===== src/rtl/chacha_keystream_xor_pkg.sv =====
// Shared ChaCha types and constants used by the round engine and its
// keystream consumer.
package chacha_keystream_xor_pkg;

  typedef logic [31:0] word_t;

  localparam int    CHACHA_WORDS = 16;
  localparam word_t SIGMA0 = 32'h6170_7865;
  localparam word_t SIGMA1 = 32'h3320_646e;
  localparam word_t SIGMA2 = 32'h7962_2d32;
  localparam word_t SIGMA3 = 32'h6b20_6574;

  // Round-engine sequencing, shared so both ends agree on encodings.
  typedef enum logic [2:0] {
    ARX_IDLE, ARX_ADD, ARX_XOR, ARX_ROT, ARX_DONE
  } arx_state_e;

  typedef enum logic [2:0] {
    QR_COL0, QR_COL1, QR_COL2, QR_COL3,
    QR_DIAG0, QR_DIAG1, QR_DIAG2, QR_DIAG3
  } qround_idx_e;

  typedef enum logic [1:0] {
    KS_EMPTY, KS_LOAD, KS_STREAM
  } ks_state_e;

  typedef word_t [CHACHA_WORDS-1:0] keystream_t;

endpackage


===== src/rtl/chacha_ff_add.sv =====
// ChaCha20 feed-forward: keystream word k is post-round plus original state,
// with word 0 living at matrix position [3][3].
module chacha_ff_add
  import chacha_keystream_xor_pkg::*;
(
  input  word_t [3:0][3:0] i_state_out,
  input  word_t [3:0][3:0] i_state_in,
  output keystream_t       o_keystream
);

  for (genvar k = 0; k < CHACHA_WORDS; k++) begin : g_word
    assign o_keystream[k] = i_state_out[3 - k/4][3 - k%4]
                          + i_state_in[3 - k/4][3 - k%4];
  end

endmodule


===== src/rtl/chacha_keystream_xor.sv =====
// Captures a finished ChaCha20 block, serializes its 16 keystream words and
// XORs them onto a valid/ready plaintext stream.
module chacha_keystream_xor
  import chacha_keystream_xor_pkg::*;
#(
  parameter int BLOCKS_W = 4
) (
  input  logic                clk,
  input  logic                rst_n,
  input  logic                blockready,
  input  word_t [3:0][3:0]    chachamatrixOUT,
  input  word_t [3:0][3:0]    chachamatrixIN,
  input  logic                pt_valid,
  input  logic [31:0]         pt_data,
  input  logic                pt_last,
  output logic                pt_ready,
  output logic                ct_valid,
  output logic [31:0]         ct_data,
  output logic                ct_last,
  input  logic                ct_ready,
  output logic                next_block,
  output logic [BLOCKS_W-1:0] blocks_used,
  output logic                busy
);

  ks_state_e           r_state, w_state_next;
  logic                r_blockready_q;
  keystream_t          r_ks;
  keystream_t          w_ks;
  logic [3:0]          r_idx;
  logic                r_ct_valid, r_ct_last, r_next_block;
  logic [31:0]         r_ct_data;
  logic [BLOCKS_W-1:0] r_blocks_used;
  logic                w_pt_ready, w_pt_fire, w_next_block_d;

  chacha_ff_add u_ff_add (
    .i_state_out (chachamatrixOUT),
    .i_state_in  (chachamatrixIN),
    .o_keystream (w_ks)
  );

  // NOTE: clocked state uses <= so every register samples pre-edge values.
  always_ff @(posedge clk or negedge rst_n) begin
    if (!rst_n) begin
      r_state        <= KS_EMPTY;
      r_blockready_q <= 1'b0;
    end else begin
      r_state        <= w_state_next;
      r_blockready_q <= blockready;
    end
  end

  // NOTE: every output gets a default first so no path infers a latch.
  always_comb begin
    w_state_next   = r_state;
    w_pt_ready     = 1'b0;
    w_next_block_d = 1'b0;
    case (r_state)
      KS_EMPTY:  if (blockready && !r_blockready_q) w_state_next = KS_LOAD;
      KS_LOAD:   w_state_next = KS_STREAM;
      KS_STREAM: begin
        w_pt_ready = !r_ct_valid || ct_ready;
        if (pt_valid && w_pt_ready) begin
          if (pt_last) begin
            w_state_next = KS_EMPTY;
          end else if (r_idx == 4'd15) begin
            w_state_next   = KS_EMPTY;
            w_next_block_d = 1'b1;
          end
        end
      end
      default:   w_state_next = KS_EMPTY;
    endcase
  end

  assign w_pt_fire = pt_valid && w_pt_ready;

  // NOTE: the 16-word buffer is reset too, so no stale keystream survives reset.
  always_ff @(posedge clk or negedge rst_n) begin
    if (!rst_n)                  r_ks <= '0;
    else if (r_state == KS_LOAD) r_ks <= w_ks;
  end

  always_ff @(posedge clk or negedge rst_n) begin
    if (!rst_n) begin
      r_idx         <= '0;
      r_ct_valid    <= 1'b0;
      r_ct_data     <= '0;
      r_ct_last     <= 1'b0;
      r_next_block  <= 1'b0;
      r_blocks_used <= '0;
    end else begin
      r_next_block <= w_next_block_d;
      if (r_state == KS_LOAD) r_idx <= '0;
      else if (w_pt_fire)     r_idx <= r_idx + 4'd1;

      // A fresh word wins over the downstream draining the current one.
      if (w_pt_fire) begin
        r_ct_data  <= pt_data ^ r_ks[r_idx];
        r_ct_valid <= 1'b1;
        r_ct_last  <= pt_last;
      end else if (ct_ready) begin
        r_ct_valid <= 1'b0;
      end

      if (w_pt_fire && pt_last) r_blocks_used <= '0;
      else if (w_next_block_d)  r_blocks_used <= r_blocks_used + BLOCKS_W'(1);
    end
  end

  assign pt_ready    = w_pt_ready;
  assign ct_valid    = r_ct_valid;
  assign ct_data     = r_ct_data;
  assign ct_last     = r_ct_last;
  assign next_block  = r_next_block;
  assign blocks_used = r_blocks_used;
  assign busy        = (r_state != KS_EMPTY);

endmodule

===== config.mk =====
export PLATFORM = sky130hd
export DESIGN_NAME = chacha_keystream_xor
export DESIGN_NICKNAME = d
export VERILOG_FILES = /design/src/rtl/chacha_keystream_xor_pkg.sv /design/src/rtl/chacha_ff_add.sv /design/src/rtl/chacha_keystream_xor.sv
export SDC_FILE = /design/constraint.sdc
export NUM_CORES = 2
export LEC_CHECK = 0
export CORE_AREA = 2 2 427 429
export CTS_CLUSTER_DIAMETER = 60
export DETAILED_ROUTE_END_ITERATION = 16
export DIE_AREA = 0 0 429 431
export SYNTH_ARGS = -nofsm -noshare
export SYNTH_HDL_FRONTEND = slang
export SYNTH_HIERARCHICAL = 1
export SYNTH_SLANG_ARGS = --single-unit
export TNS_END_PERCENT = 1

===== constraint.sdc =====
create_clock -name clk -period 3.2 [get_ports clk]
set_clock_uncertainty 0.2 [all_clocks]
set_input_delay 0.96 -clock clk [delete_from_list [all_inputs] [get_ports clk]]
set_output_delay 0.96 -clock clk [all_outputs]
set_load 0.01 [all_outputs]

# Word level (Yosys, flattened, before mapping)
# Index checks and enable logic that the tools add are counted.
# W data, S select, Z words.
dict set report classes {
  n_addsub 18
  n_lt_le_gt_ge 1
  n_eq_ne 6
  mux 18
  bitwise 1
  n_reduce_logical 13
}
# cell n
set op_table {}
lappend op_table {{$add A32 B32 Y32} 16}
lappend op_table {{$bmux W32 S4} 1}
lappend op_table {{$mux W32} 1}
lappend op_table {{$xor A32 B32 Y32} 1}
lappend op_table {{$mux W4} 4}
lappend op_table {{$add A4 B1 Y4 const B} 2}
lappend op_table {{$mux W2} 4}
lappend op_table {{$reduce_bool A2 Y1} 4}
lappend op_table {{$mux W1} 7}
lappend op_table {{$pmux W2 S3} 1}
lappend op_table {{$lt A4 B5 Y1 const B} 1}
lappend op_table {{$eq A4 B4 Y1 const B} 1}
lappend op_table {{$logic_and A1 B1 Y1} 4}
lappend op_table {{$ne A2 B2 Y1 const B} 2}
lappend op_table {{$ne A3 B3 Y1 const B} 1}
lappend op_table {{$reduce_and A3 Y1} 1}
lappend op_table {{$eq A2 B1 Y1 const B} 1}
lappend op_table {{$eq A2 B2 Y1 const B} 1}
lappend op_table {{$logic_not A1 Y1} 2}
lappend op_table {{$logic_not A2 Y1} 1}
lappend op_table {{$logic_or A1 B1 Y1} 1}
dict set report word_totals {
  register_bits 558
  input_bits 1062
  out_inout_bits 41
  wordCells 81
}

# Logic depth before layout (Yosys ltp)
dict set report logic_depth {
  ltp_word 7
  mapped_depth 13
  mapped_depth_nobuf 13
}

# By module
# The synthesis kept the hierarchy.
# mod n_inst cells_each area_each_um2 seq_area_each_um2
set modules_own_cells {}
lappend modules_own_cells {chacha_keystream_xor 1 2736 25260.5 13963.4}
lappend modules_own_cells {chacha_ff_add 1 3379 24274.5 0.0}

# Worst setup path after synthesis
# OpenSTA, ideal clock, no wires.
dict set report synth_timing {
  path_type {input port to flip-flop}
  start {input chachamatrixOUT[0] (netlist name)}
  end {register r_ks[510] (netlist name)}
  setup_ns 0.065
  arrival_ns 3.698
  setup_slack_ns -0.764
  path_stages 13
  path_buffers 0
  cell_sequence {ha_1 > fa_1 > a211oi_1 > o21ai_1 > a2111oi_2 > a21oi_1 > o31ai_1 > nand2b_1 > a31o_2 > mux2i_1 > a2111oi_0 > nand2_1 > nand2_1}
}
# item line
set synth_lines {}
lappend synth_lines {{start: declaration} chacha_keystream_xor.sv:11} ;# input word_t [3:0][3:0] chachamatrixOUT,
lappend synth_lines {{end signal: assignment} chacha_keystream_xor.sv:81} ;# else if (r_state == KS_LOAD) r_ks <= w_ks;
lappend synth_lines {{end: declaration} chacha_keystream_xor.sv:28} ;# keystream_t r_ks;

==> results.py <==
metrics = {
    "status": {
        "status": "finished, violations left",
        "violations": "negative setup slack",
    },
    "yosys": {
        "yosys.area_share.simple": 0.219,
        "synthMuxAreaShare": 0.0588,
        "synth_xor_area_frac": 0.0817,
        "ys_seq_area_frac": 0.282,
        "async_reset_ff_frac": 1.00,
        "ys_types": 97,
        "ys.warnings.count": 6,
        "synth-edff-count": 0,
        "synthFlopType": "dfrtp_1",
        "synth_cells": 6115,
        "synthAdderAreaFrac": 0.132,
        "synth_fp_nets": 7691,
        "synth_top_family_by_area": "simple AND/OR/NAND/NOR gates",
        "syn-cell-area_sq_um": 49500,
        "syn_avg_cell_area_sq_um": 8.10,
        "synth_area_leaders": "dfrtp_1 (28%), nand2_1 (14%), ha_1 (13%)",
        "ys_ff_latch": 558,
        "synth_top_area_share": 0.282,
        "synth-compound-area-share": 0.199,
        "synth_area_leader_cell": "dfrtp_1",
    },
    "critical_path": {
        "cpMaxStageDelayCell": "a2111o_1",
        "r2r_start": "r_idx[1]",
        "crit_chain": "buf_8 -> ha_4 -> fa_2 -> a211o_1 -> a2111o_1 -> a31oi_4 -> o21a_1 -> o21ai_2 -> a41o_1 -> o211ai_1 -> a21oi_1 -> xor2_1 -> nand2_1 -> nand2_1",
        "crit_fanout": 3,
        "cp-end-kind": "register",
        "worstSetupPathType": "in2reg",
        "path_common_cell": "nand2_1",
        "crit_start": "chachamatrixIN[160]",
        "cp.arrival_ns": 3.83,
        "required_ns": 3.55,
        "max_stage_delay_ns": 0.43,
        "critPathLaunchType": "input port",
    },
    "floorplanning": {
        "start_util": 0.275,
        "dieArea_sq_um": 185000,
        "coreArea_sq_um": 180000,
        "rows": 156,
        "pin_count": 1103,
        "die_h_microns": 431,
        "die_w_microns": 429,
    },
    "pwr": {
        "clkPwrFrac": 0.209,
        "p_int_w": 0.0265,
        "p_seq_frac": 0.286,
        "switching_share": 0.419,
        "powerDensity_nw_per_um2": 578,
        "switchingPower_w": 0.0191,
        "p_leak_nw": 37.4,
        "p_comb_frac": 0.505,
        "ir_drop_mv": 0.401,
    },
    "route": {
        "vias_per_cell": 5.06,
        "first_iter_violations": 3900,
        "vias": 55200,
        "drcViolationCount": 0,
        "finalWirelength_mm": 263,
        "wl_per_cell_microns": 24.1,
        "ant_nets": 0,
        "firstDrtPassIters": 5,
    },
    "placed_design": {
        "post-dp-hpwl_mm": 222,
        "io_buffers": 1102,
        "place_area_sq_um": 73100,
        "place.gp.congestion": 1.02,
    },
    "global_route": {
        "grt_max_degree": 130,
        "grt_use_total": 0.275,
        "grt_overflow": 0,
        "grt_pass1_wl_mm": 376,
        "antenna_found_initial": 56,
        "grt_pass1_vias": 55900,
    },
    "timing": {
        "rsz0062_at_grt": "yes",
        "fmax_mhz": 288,
        "period_minus_slack_ns": 3.48,
        "maxSlewViolCount": 0,
        "relSlewSlack": 0.340,
        "whs_ns": 0.199,
        "setup_ws_ns": -0.278,
        "worstMarginPinSlew_ns": 0.965,
        "finalCritPeriodShare": 1.09,
        "hold_viol_final": 0,
        "setup-violations-final": 120,
    },
    "cells_and_area": {
        "layout_common_cells": "nand2_1 (1802), buf_4 (1330), clkdlybuf4s50_1 (968)",
        "finish.utilization": 0.438,
        "regArea_sq_um": 14000,
        "fin_nets": 10000,
        "multi_input_area_sq_um": 36900,
        "syn2layout_area_growth_pct": 59.3,
        "fin_area_sq_um": 78900,
        "layout_commonest_cell": "nand2_1",
        "nFillCells": 18000,
        "drive_above_1_share": 0.245,
    },
    "clocking": {
        "clk_pin_slew_ns": 0.05,
        "cts_root_buffer": "clkbuf_16",
        "clockBufferDepth": 3,
        "cts.sinks": 558,
        "clock_latency_ns": 0.69,
        "cts_buffers": 82,
        "htreeDepth": 3,
        "cts_tree": "yes",
    },
    "hold_path": {
        "hold_path_class": "reg2reg",
        "hold_start": "r_blockready_q",
    },
    "run": {
        "maxCapViolCount": 0,
    },
}
## critical path, delay by kind of cell
| family | cells | cell delay (ns) |
|---|---|---|
| buffers and inverters | 1 | 0.10 |
| adders and majority gates | 2 | 0.56 |
| and+or+nand+nor | 2 | 0.14 |
| xor gates and xnor gates | 1 | 0.17 |
| AOI/OAI and AO/OA | 8 | 1.89 |
## per-layer routing
layer  global-route usage  routed length, microns  vias up  part of all wire
met1                0.354                  114000    26700              0.43
met5                    0                     175        -           0.00067
met4                0.112                   11600       28             0.044
met2                0.454                  123000     1674              0.47
li1                     -                       -    26300                 -
met3               0.0470                   14500      406             0.055
## synthesized netlist by cell type (80+ instances only)
| cell type | count |
|---|---|
| xnor2_1 | 314 |
| a21o_1 | 240 |
| inv_1 | 93 |
| nor2_1 | 279 |
| a21oi_1 | 432 |
| dfrtp_1 | 558 |
| nand3_1 | 111 |
| mux4_2 | 96 |
| xor2_1 | 148 |
| o21ai_0 | 200 |
| o21ai_1 | 80 |
| nand2_1 | 1803 |
| clkbuf_1 | 189 |
| ha_1 | 498 |
## state kept, by name, summed over array words and instances (netlist names)
register and cells:
r_ks 512, r_idx 4, next_block 1, ct_data 32, ct_valid 1, r_state 2, r_blockready_q 1, ct_last 1
blocks_used 4
## power by group through the flow
stage / Combinational, W / Clock (W) / Sequential (W)
after global routing: 0.0250 / 0.0100 / 0.0133
final: 0.0230 / 0.00953 / 0.0130
after floorplan: 0.0115 / 0 / 0.0119
after detailed placement: 0.0224 / 0 / 0.0131
after global placement: 0.0223 / 0 / 0.0129
after CTS: 0.0230 / 0.00972 / 0.0130
## final cells by class
class                      count  area share
multi-input combinational   5232       0.468
timing repair buffer        2477       0.276
sequential                   558       0.177
tap                         2370      0.0376
clock buffer                  96      0.0279
clock inverter                53     0.00812
inverter                      94     0.00447
antenna                       29    0.000920
## path summary, 6_finish.rpt
kind                                   end  cells after the start  slack [ns]
worst max-delay path             r_ks[350]                     14       -0.28
worst min-delay path            r_state[0]                      1        0.20
worst max register to register  ct_data[6]                      6        0.12
worst min register to register  r_state[0]                      1        0.20
max in group asynchronous        r_ks[254]                      4        1.28
min in group asynchronous       r_state[1]                      2        0.57
## timing repair
action	4_1_cts	5_1_grt
cloned	0	0
pin swaps	266	108
gates resized for setup	537	167
hold buffers	1	0
setup buffers	23	7
endpoints found under the setup margin	253	206
hold endpoints to repair	22	0
## kinds of logic after synthesis
logic type	Yosys count
adder cells (fa/ha/maj)	514
XOR/XNOR	462
AND/OR/NAND/NOR	2586
buffers and inverters	325
AO/OA/AOI/OAI	1503
flip-flops	558
multiplexers	167
## per-stage QoR
stage               total power, W  setup TNS (ns)  setup WS, ns  cells
global placement            0.0352         -326.84         -1.59  10700
CTS                         0.0458           -10.0        -0.255  10900
detailed placement          0.0355         -331.78         -1.60  10700
global route                0.0483          -28.13        -0.357  10900
floorplan                   0.0234          -39.17        -0.603   6115
finish                      0.0456          -13.90        -0.278  10900
(Power assumes the default switching activity.)
